===== src/rtl/ddr4_axi_mem_tester_if.sv =====
// AXI4 master-to-slave bus used by the DDR4 memory tester (IDs omitted, all zero).
// The master modport drives requests and write data; the slave modport drives responses.
interface ddr4_axi_mem_tester_if #(
  parameter int AXI_DATA_W = 128,
  parameter int AXI_ADDR_W = 64
);
  logic [AXI_ADDR_W-1:0]   awaddr;
  logic [7:0]              awlen;
  logic [2:0]              awsize;
  logic [1:0]              awburst;
  logic                    awvalid;
  logic                    awready;
  logic [AXI_DATA_W-1:0]   wdata;
  logic [AXI_DATA_W/8-1:0] wstrb;
  logic                    wlast;
  logic                    wvalid;
  logic                    wready;
  logic [1:0]              bresp;
  logic                    bvalid;
  logic                    bready;
  logic [AXI_ADDR_W-1:0]   araddr;
  logic [7:0]              arlen;
  logic [2:0]              arsize;
  logic [1:0]              arburst;
  logic                    arvalid;
  logic                    arready;
  logic [AXI_DATA_W-1:0]   rdata;
  logic [1:0]              rresp;
  logic                    rlast;
  logic                    rvalid;
  logic                    rready;

  modport master (
    output awaddr, awlen, awsize, awburst, awvalid, input awready,
    output wdata, wstrb, wlast, wvalid, input wready,
    input  bresp, bvalid, output bready,
    output araddr, arlen, arsize, arburst, arvalid, input arready,
    input  rdata, rresp, rlast, rvalid, output rready
  );

  modport slave (
    input  awaddr, awlen, awsize, awburst, awvalid, output awready,
    input  wdata, wstrb, wlast, wvalid, output wready,
    output bresp, bvalid, input bready,
    input  araddr, arlen, arsize, arburst, arvalid, output arready,
    output rdata, rresp, rlast, rvalid, input rready
  );
endinterface


===== src/rtl/ddr4_axi_mem_tester.sv =====
// AXI4 memory-test master: writes an address-derived pattern over num_bursts bursts,
// reads it back, and counts erroneous beats/responses. One burst outstanding at a time.
module ddr4_axi_mem_tester #(
  parameter int AXI_DATA_W = 128,
  parameter int AXI_ADDR_W = 64,
  parameter int BURST_LEN  = 16
) (
  input  logic                  PCIE_user_Clk,
  input  logic                  PCIE_user_Rst_n,
  input  logic                  start,
  input  logic [AXI_ADDR_W-1:0] base_addr,
  input  logic [31:0]           num_bursts,
  input  logic [31:0]           seed,
  output logic                  busy,
  output logic                  done,
  output logic                  pass,
  output logic [31:0]           err_count,
  output logic [AXI_ADDR_W-1:0] first_err_addr,
  ddr4_axi_mem_tester_if.master m_axi
);

  localparam int BEAT_BYTES = AXI_DATA_W / 8;
  localparam int LANES      = AXI_DATA_W / 32;
  localparam logic [AXI_ADDR_W-1:0] BEAT_INC    = AXI_ADDR_W'(BEAT_BYTES);
  localparam logic [AXI_ADDR_W-1:0] BURST_BYTES = AXI_ADDR_W'(BURST_LEN * BEAT_BYTES);
  localparam logic [7:0]            AXLEN       = 8'(BURST_LEN - 1);
  localparam logic [2:0]            AXSIZE      = 3'($clog2(BEAT_BYTES));
  localparam logic [8:0]            LAST_BEAT   = 9'(BURST_LEN - 1);

  typedef enum logic [2:0] {
    IDLE, WR_ADDR, WR_DATA, WR_RESP, RD_ADDR, RD_DATA, DONE
  } state_t;

  function automatic logic [AXI_DATA_W-1:0] beat_pattern(input logic [AXI_ADDR_W-1:0] a,
                                                         input logic [31:0] s);
    logic [AXI_DATA_W-1:0] d;
    d = '0;
    for (int i = 0; i < LANES; i++) d[32*i +: 32] = (a[31:0] + 32'(4 * i)) ^ s;
    return d;
  endfunction

  function automatic logic [31:0] sat_inc32(input logic [31:0] c);
    return (c == 32'hFFFF_FFFF) ? c : c + 32'd1;
  endfunction

  state_t                state;
  logic [8:0]            beat_cnt;
  logic [31:0]           burst_cnt;
  logic [31:0]           num_q;
  logic [31:0]           seed_q;
  logic [AXI_ADDR_W-1:0] base_q;
  logic [AXI_ADDR_W-1:0] burst_addr;
  logic [AXI_ADDR_W-1:0] beat_addr;
  logic                  fin_p1;
  logic                  vld_p1;
  logic                  bad_p1;
  logic [AXI_ADDR_W-1:0] addr_p1;

  logic start_ok, aw_hs, w_hs, b_hs, ar_hs, r_hs, burst_last, err_evt;
  logic [AXI_ADDR_W-1:0] err_addr;

  assign start_ok   = start && !busy;
  assign aw_hs      = m_axi.awvalid && m_axi.awready;
  assign w_hs       = m_axi.wvalid && m_axi.wready;
  assign b_hs       = m_axi.bvalid && m_axi.bready;
  assign ar_hs      = m_axi.arvalid && m_axi.arready;
  assign r_hs       = m_axi.rvalid && m_axi.rready;
  assign burst_last = (burst_cnt == num_q - 32'd1);
  // Write-response errors report the burst address; read errors come from the compare stage.
  assign err_evt    = (vld_p1 && bad_p1) || (b_hs && m_axi.bresp != 2'b00);
  assign err_addr   = b_hs ? burst_addr : addr_p1;

  assign m_axi.awlen   = AXLEN;
  assign m_axi.awsize  = AXSIZE;
  assign m_axi.awburst = 2'b01;
  assign m_axi.wstrb   = '1;
  assign m_axi.arlen   = AXLEN;
  assign m_axi.arsize  = AXSIZE;
  assign m_axi.arburst = 2'b01;

  // Address/data path: advances only on handshakes, so payload is stable under stalls.
  always_ff @(posedge PCIE_user_Clk) begin
    if (start_ok) begin
      base_q       <= base_addr;
      seed_q       <= seed;
      burst_addr   <= base_addr;
      m_axi.awaddr <= base_addr;
    end
    if (aw_hs) begin
      beat_addr   <= burst_addr;
      m_axi.wdata <= beat_pattern(burst_addr, seed_q);
    end
    if (w_hs) begin
      beat_addr   <= beat_addr + BEAT_INC;
      m_axi.wdata <= beat_pattern(beat_addr + BEAT_INC, seed_q);
    end
    if (b_hs) begin
      if (burst_last) begin
        burst_addr   <= base_q;
        m_axi.araddr <= base_q;
      end else begin
        burst_addr   <= burst_addr + BURST_BYTES;
        m_axi.awaddr <= burst_addr + BURST_BYTES;
      end
    end
    if (ar_hs) beat_addr <= burst_addr;
    // stage p1: registered read compare
    if (r_hs) begin
      bad_p1    <= (m_axi.rdata != beat_pattern(beat_addr, seed_q)) ||
                   (m_axi.rresp != 2'b00) ||
                   (m_axi.rlast != (beat_cnt == LAST_BEAT));
      addr_p1   <= beat_addr;
      beat_addr <= beat_addr + BEAT_INC;
      if (m_axi.rlast && !burst_last) begin
        burst_addr   <= burst_addr + BURST_BYTES;
        m_axi.araddr <= burst_addr + BURST_BYTES;
      end
    end
  end

  always_ff @(posedge PCIE_user_Clk or negedge PCIE_user_Rst_n) begin
    if (!PCIE_user_Rst_n) begin
      state          <= IDLE;
      m_axi.awvalid  <= 1'b0;
      m_axi.wvalid   <= 1'b0;
      m_axi.wlast    <= 1'b0;
      m_axi.bready   <= 1'b0;
      m_axi.arvalid  <= 1'b0;
      m_axi.rready   <= 1'b0;
      busy           <= 1'b0;
      done           <= 1'b0;
      pass           <= 1'b0;
      err_count      <= '0;
      first_err_addr <= '0;
      beat_cnt       <= '0;
      burst_cnt      <= '0;
      num_q          <= '0;
      fin_p1         <= 1'b0;
      vld_p1         <= 1'b0;
    end else begin
      vld_p1 <= r_hs;
      fin_p1 <= 1'b0;
      if (err_evt) begin
        err_count <= sat_inc32(err_count);
        if (err_count == '0) first_err_addr <= err_addr;
      end
      // stage p2: final status lands together with the last beat's error
      if (fin_p1) begin
        done <= 1'b1;
        busy <= 1'b0;
        pass <= (err_count == '0) && !err_evt;
      end
      case (state)
        IDLE, DONE: begin
          if (start_ok) begin
            busy           <= 1'b1;
            done           <= 1'b0;
            pass           <= 1'b0;
            err_count      <= '0;
            first_err_addr <= '0;
            num_q          <= num_bursts;
            burst_cnt      <= '0;
            if (num_bursts == '0) begin
              state  <= DONE;
              fin_p1 <= 1'b1;
            end else begin
              state         <= WR_ADDR;
              m_axi.awvalid <= 1'b1;
            end
          end
        end
        WR_ADDR: begin
          if (aw_hs) begin
            m_axi.awvalid <= 1'b0;
            m_axi.wvalid  <= 1'b1;
            m_axi.wlast   <= (BURST_LEN == 1);
            beat_cnt      <= '0;
            state         <= WR_DATA;
          end
        end
        WR_DATA: begin
          if (w_hs) begin
            beat_cnt <= beat_cnt + 9'd1;
            if (m_axi.wlast) begin
              m_axi.wvalid <= 1'b0;
              m_axi.wlast  <= 1'b0;
              m_axi.bready <= 1'b1;
              state        <= WR_RESP;
            end else begin
              m_axi.wlast <= (beat_cnt + 9'd1 == LAST_BEAT);
            end
          end
        end
        WR_RESP: begin
          if (b_hs) begin
            m_axi.bready <= 1'b0;
            if (burst_last) begin
              burst_cnt     <= '0;
              m_axi.arvalid <= 1'b1;
              state         <= RD_ADDR;
            end else begin
              burst_cnt     <= burst_cnt + 32'd1;
              m_axi.awvalid <= 1'b1;
              state         <= WR_ADDR;
            end
          end
        end
        RD_ADDR: begin
          if (ar_hs) begin
            m_axi.arvalid <= 1'b0;
            m_axi.rready  <= 1'b1;
            beat_cnt      <= '0;
            state         <= RD_DATA;
          end
        end
        RD_DATA: begin
          if (r_hs) begin
            beat_cnt <= beat_cnt + 9'd1;
            if (m_axi.rlast) begin
              m_axi.rready <= 1'b0;
              if (burst_last) begin
                state  <= DONE;
                fin_p1 <= 1'b1;
              end else begin
                burst_cnt     <= burst_cnt + 32'd1;
                m_axi.arvalid <= 1'b1;
                state         <= RD_ADDR;
              end
            end
          end
        end
        default: state <= IDLE;
      endcase
    end
  end

endmodule

===== src/flat_wrapper.sv =====
// flat-port wrapper written by rule: the top's interface ports become plain ports
module ddr4_axi_mem_tester_flat 
#(
  parameter int AXI_DATA_W = 128,
  parameter int AXI_ADDR_W = 64,
  parameter int BURST_LEN  = 16
)
  (PCIE_user_Clk, PCIE_user_Rst_n, start, base_addr, num_bursts, seed, busy, done, pass, err_count, first_err_addr, m_axi_awaddr, m_axi_awlen, m_axi_awsize, m_axi_awburst, m_axi_awvalid, m_axi_awready, m_axi_wdata, m_axi_wstrb, m_axi_wlast, m_axi_wvalid, m_axi_wready, m_axi_bresp, m_axi_bvalid, m_axi_bready, m_axi_araddr, m_axi_arlen, m_axi_arsize, m_axi_arburst, m_axi_arvalid, m_axi_arready, m_axi_rdata, m_axi_rresp, m_axi_rlast, m_axi_rvalid, m_axi_rready);
  ddr4_axi_mem_tester_if #(.AXI_DATA_W(AXI_DATA_W), .AXI_ADDR_W(AXI_ADDR_W)) m_axi_i ();
  input  logic PCIE_user_Clk;
  input  logic PCIE_user_Rst_n;
  input  logic start;
  input  logic [AXI_ADDR_W-1:0] base_addr;
  input  logic [31:0] num_bursts;
  input  logic [31:0] seed;
  output logic busy;
  output logic done;
  output logic pass;
  output logic [31:0] err_count;
  output logic [AXI_ADDR_W-1:0] first_err_addr;
  output wire logic [$bits(m_axi_i.awaddr)-1:0] m_axi_awaddr;
  output wire logic [$bits(m_axi_i.awlen)-1:0] m_axi_awlen;
  output wire logic [$bits(m_axi_i.awsize)-1:0] m_axi_awsize;
  output wire logic [$bits(m_axi_i.awburst)-1:0] m_axi_awburst;
  output wire logic [$bits(m_axi_i.awvalid)-1:0] m_axi_awvalid;
  input wire logic [$bits(m_axi_i.awready)-1:0] m_axi_awready;
  output wire logic [$bits(m_axi_i.wdata)-1:0] m_axi_wdata;
  output wire logic [$bits(m_axi_i.wstrb)-1:0] m_axi_wstrb;
  output wire logic [$bits(m_axi_i.wlast)-1:0] m_axi_wlast;
  output wire logic [$bits(m_axi_i.wvalid)-1:0] m_axi_wvalid;
  input wire logic [$bits(m_axi_i.wready)-1:0] m_axi_wready;
  input wire logic [$bits(m_axi_i.bresp)-1:0] m_axi_bresp;
  input wire logic [$bits(m_axi_i.bvalid)-1:0] m_axi_bvalid;
  output wire logic [$bits(m_axi_i.bready)-1:0] m_axi_bready;
  output wire logic [$bits(m_axi_i.araddr)-1:0] m_axi_araddr;
  output wire logic [$bits(m_axi_i.arlen)-1:0] m_axi_arlen;
  output wire logic [$bits(m_axi_i.arsize)-1:0] m_axi_arsize;
  output wire logic [$bits(m_axi_i.arburst)-1:0] m_axi_arburst;
  output wire logic [$bits(m_axi_i.arvalid)-1:0] m_axi_arvalid;
  input wire logic [$bits(m_axi_i.arready)-1:0] m_axi_arready;
  input wire logic [$bits(m_axi_i.rdata)-1:0] m_axi_rdata;
  input wire logic [$bits(m_axi_i.rresp)-1:0] m_axi_rresp;
  input wire logic [$bits(m_axi_i.rlast)-1:0] m_axi_rlast;
  input wire logic [$bits(m_axi_i.rvalid)-1:0] m_axi_rvalid;
  output wire logic [$bits(m_axi_i.rready)-1:0] m_axi_rready;
  assign m_axi_awaddr = m_axi_i.awaddr;
  assign m_axi_awlen = m_axi_i.awlen;
  assign m_axi_awsize = m_axi_i.awsize;
  assign m_axi_awburst = m_axi_i.awburst;
  assign m_axi_awvalid = m_axi_i.awvalid;
  assign m_axi_i.awready = m_axi_awready;
  assign m_axi_wdata = m_axi_i.wdata;
  assign m_axi_wstrb = m_axi_i.wstrb;
  assign m_axi_wlast = m_axi_i.wlast;
  assign m_axi_wvalid = m_axi_i.wvalid;
  assign m_axi_i.wready = m_axi_wready;
  assign m_axi_i.bresp = m_axi_bresp;
  assign m_axi_i.bvalid = m_axi_bvalid;
  assign m_axi_bready = m_axi_i.bready;
  assign m_axi_araddr = m_axi_i.araddr;
  assign m_axi_arlen = m_axi_i.arlen;
  assign m_axi_arsize = m_axi_i.arsize;
  assign m_axi_arburst = m_axi_i.arburst;
  assign m_axi_arvalid = m_axi_i.arvalid;
  assign m_axi_i.arready = m_axi_arready;
  assign m_axi_i.rdata = m_axi_rdata;
  assign m_axi_i.rresp = m_axi_rresp;
  assign m_axi_i.rlast = m_axi_rlast;
  assign m_axi_i.rvalid = m_axi_rvalid;
  assign m_axi_rready = m_axi_i.rready;
  ddr4_axi_mem_tester #(.AXI_DATA_W(AXI_DATA_W), .AXI_ADDR_W(AXI_ADDR_W), .BURST_LEN(BURST_LEN)) u_core (.PCIE_user_Clk(PCIE_user_Clk), .PCIE_user_Rst_n(PCIE_user_Rst_n), .start(start), .base_addr(base_addr), .num_bursts(num_bursts), .seed(seed), .busy(busy), .done(done), .pass(pass), .err_count(err_count), .first_err_addr(first_err_addr), .m_axi(m_axi_i));
endmodule

===== config.mk =====
export PLATFORM = sky130hd
export DESIGN_NAME = ddr4_axi_mem_tester_flat
export DESIGN_NICKNAME = d
export VERILOG_FILES = /design/src/rtl/ddr4_axi_mem_tester_if.sv /design/src/rtl/ddr4_axi_mem_tester.sv /design/src/flat_wrapper.sv
export SDC_FILE = /design/constraint.sdc
export NUM_CORES = 2
export LEC_CHECK = 0
export ABC_CLOCK_PERIOD_IN_PS = 5100
export CAP_MARGIN = 5
export CORE_ASPECT_RATIO = 1.75
export CORE_MARGIN = 3
export CORE_UTILIZATION = 49
export DETAILED_ROUTE_END_ITERATION = 7
export GPL_ROUTABILITY_DRIVEN = 0
export PLACE_DENSITY = 0.78
export SLEW_MARGIN = 20
export SYNTH_ARGS = -nofsm -noshare
export SYNTH_HDL_FRONTEND = slang
export SYNTH_SLANG_ARGS = --single-unit

===== constraint.sdc =====
create_clock -name PCIE_user_Clk -period 5.1 [get_ports PCIE_user_Clk]
set_input_delay 1.275 -clock PCIE_user_Clk [delete_from_list [all_inputs] [get_ports PCIE_user_Clk]]
set_output_delay 1.275 -clock PCIE_user_Clk [all_outputs]
set_load 0.03 [all_outputs]

==> results.ini <==
[global_routing]
grt_overflow = 0
grtUsageMet1 = 0.388
globalRoute.busiestLayer = met2
grt_use_met3 = 0.105
use_met2 = 0.564
grt_pass1_wl_um = 214000
grt_pass1_vias = 33800
grt_max_degree = 141
grtUsageTotal = 0.347
antenna_found_initial = 47

[floorplan]
row_count = 134
die_area_um2 = 81500
ios = 672
start_util = 0.497
dieHeight_um = 375
die_w_um = 217
core_um2 = 76800

[routing]
viasPerCell = 6.06
drt_iter0_drc = 3452
antenna_left = 0
wl_um = 145000
drc_errors = 0
first_pass_iters = 7
vias = 34200
drt-wirelength-per-cell_um = 25.7

[yosys]
synth_commonest_cells = nand2_1, nor2_1, edfxtp_1, xnor2_1, mux2i_1
synth_top_family_by_area = simple AND/OR/NAND/NOR gates
synthXorXnorAreaFrac = 0.109
synth_cell_types = 81
async_reset_ff_frac = 0.254
netlist_top_cells_area = edfxtp_1, dfrtp_1, dfxtp_1
synth.top_cell.area_share = 0.278
synth_seq_area_share = 0.494
netlist_area_um2 = 38200
ys_warn_count = 0
yosys.area_share.simple = 0.193
synthCells = 3964
synth.ff_latch_count = 720
yosysMostFrequentCell = nand2_1
synth_area_leader_cell = edfxtp_1
synthAdderAreaFrac = 0.00524
synth_edf_count = 353
synth_ff_type = edfxtp_1
syn_avg_cell_area_um2 = 9.63
synthMuxAreaShare = 0.0539
synth-compound-area-share = 0.107

[placed_design]
dp_hpwl_um = 108000
io_buffers = 629
dp_cells = 5484

[worst_setup_path]
arrival_ns = 5.11
crit_type = reg -> reg
reg2reg_depth = 14
critPathRequiredTime_ns = 5.60
critical_path_peak_fanout = 54
start_kind = register
end_kind = register

[layout]
drive_gt1_frac = 0.0577
nNetsFinal = 4820
synthToLayoutAreaGrowth_pct = 25.8
instances_no_fill = 5645

[clock_tree]
path_clk_slew_ns = 0.07
cts_made_buffers = 69
cts-root-buf = clkbuf_16
htreeDepth = 3
cts_setup_buffers = 0
clock_latency_ns = 0.64
cts_hold_buf = 0
tritoncts = yes
cts_resized = 0
clock_path_buffers = 3
cts_sinks = 720

[timing]
rsz0062_at_grt = false
setup_viol = 0
max_freq_mhz = 217
fin_skew_ns = 0.0287
max_slew.worst_pin.slew_ns = 1.14
finalMaxSlewViolations = 0
post-route-period-util = 0.905
relSlewSlack = 0.236
setup_tns_ns = 0
min_period_ns = 4.62
finalHoldViolations = 0

[min_path]
worstHoldPathCells = 0
worst_hold_path_type = reg -> reg

[power_and_ir_drop]
leakage_nw = 19.1
power_per_cell_area_nw_per_um2 = 457
ir_worst_vdd_mv = 0.366

[status]
outcome = finished clean

[run]
maxCapViolCount = 0

==> logic make-up after synthesis <==
logic type	count (synthesis)
xor gates and xnor gates	474
AOI/OAI and AO/OA	631
and+or+nand+nor	1587
other	2
muxes	205
DFF	720
buffers and inverters	329
adders and majority gates	16
==> stage by stage <==
step / setup WS, ns / instance area, µm² / total power [mW] / utilization / hold slack [ns]
6_report: 0.483 / 48100 / 22.0 / 0.626 / 0.490
3_3_place_gp: 0.318 / 45700 / 16.4 / 0.595 / 0.466
2_1_floorplan: 0.0367 / 38300 / 13.2 / - / 0.421
5_1_grt: 0.268 / 48000 / 22.9 / 0.625 / 0.508
3_5_place_dp: 0.267 / 45700 / 16.6 / 0.595 / 0.478
4_1_cts: 0.578 / 48000 / 21.9 / 0.624 / 0.495
==> power breakdown <==
group          internal [mW]  switching (mW)  total (mW)
Clock                   2.93            2.36        5.29
Sequential              7.43            1.32        8.75
Combinational           3.07            4.86        7.93
==> flip-flops by register name (all words and copies together) (netlist names), 3 cells and up <==
register               cells
u_core.m_axi.awaddr       64
u_core.m_axi.araddr       64
u_core.burst_cnt          32
u_core.first_err_addr     64
u_core.state               3
u_core.beat_cnt            9
u_core.addr_p1            64
u_core.num_q              32
u_core.burst_addr         64
u_core.err_count          32
u_core.seed_q             32
u_core.m_axi.wdata       120
u_core.beat_addr          64
u_core.base_q             64
==> cells in the final DEF, fill, tap and decap left out, types with 15 or more instances in the layout <==
cell,n
or3_1,35
o31ai_1,24
diode_2,36
nor2_1,370
or4_1,34
nand2b_1,20
clkdlybuf4s50_1,628
a211oi_1,70
nor4_1,59
nand4_1,75
nor2b_1,16
nor3_1,68
mux2i_1,200
a221oi_1,60
a31oi_1,25
and4_1,18
nand2_1,619
ha_1,16
buf_4,85
xnor2_1,287
conb_1,42
o211ai_1,17
o21ai_0,178
dfrtp_1,183
clkbuf_16,71
a21oi_1,92
and3_1,46
clkbuf_1,15
o21ai_1,60
inv_1,59
edfxtp_1,353
xor2_1,186
dfxtp_1,184
nand3_1,151
==> final cells by class <==
class | instances | area, µm²
fillers | 6427 | 28700
repair buffers | 727 | 7200
clock buffers | 96 | 1970
inverters | 62 | 241
flip-flops and latches | 720 | 18900
diodes | 36 | 90.1
clock inverters | 29 | 292
multi-input cells | 2955 | 18100
well taps | 1020 | 1280
==> worst max-delay path, stage by stage (launching register included) <==
cell	delay [ns]
dfrtp_1	0.42
inv_1	0.09
ha_1	0.27
or4b_2	0.64
nor4_2	0.18
buf_4	0.22
a21oi_1	0.10
nor4_1	0.44
nand3_1	0.25
nor4_4	0.43
buf_4	0.24
nand3_4	0.29
buf_12	0.31
mux2i_1	0.28
mux2i_1	0.11
==> layer usage <==
metal  vias to the layer above  wire length (µm)
li1                      15300                 -
met1                     16300             49300
met2                      2069             67900
met3                       579             15700
met4                        20             12000
met5                         -               134
==> final timing paths <==
path / from / to / slack, ns
min: u_core.beat_addr[61] / u_core.addr_p1[61] / 0.49
min reg2reg: u_core.beat_addr[61] / u_core.addr_p1[61] / 0.49
max in group asynchronous: PCIE_user_Rst_n / u_core.num_q[17] / 3.26
max reg2reg: u_core.num_q[0] / u_core.m_axi.araddr[31] / 0.48
min in group asynchronous: PCIE_user_Rst_n / u_core.first_err_addr[57] / 0.77
max: u_core.num_q[0] / u_core.m_axi.araddr[31] / 0.48
Power figures use the tool's default switching activity.
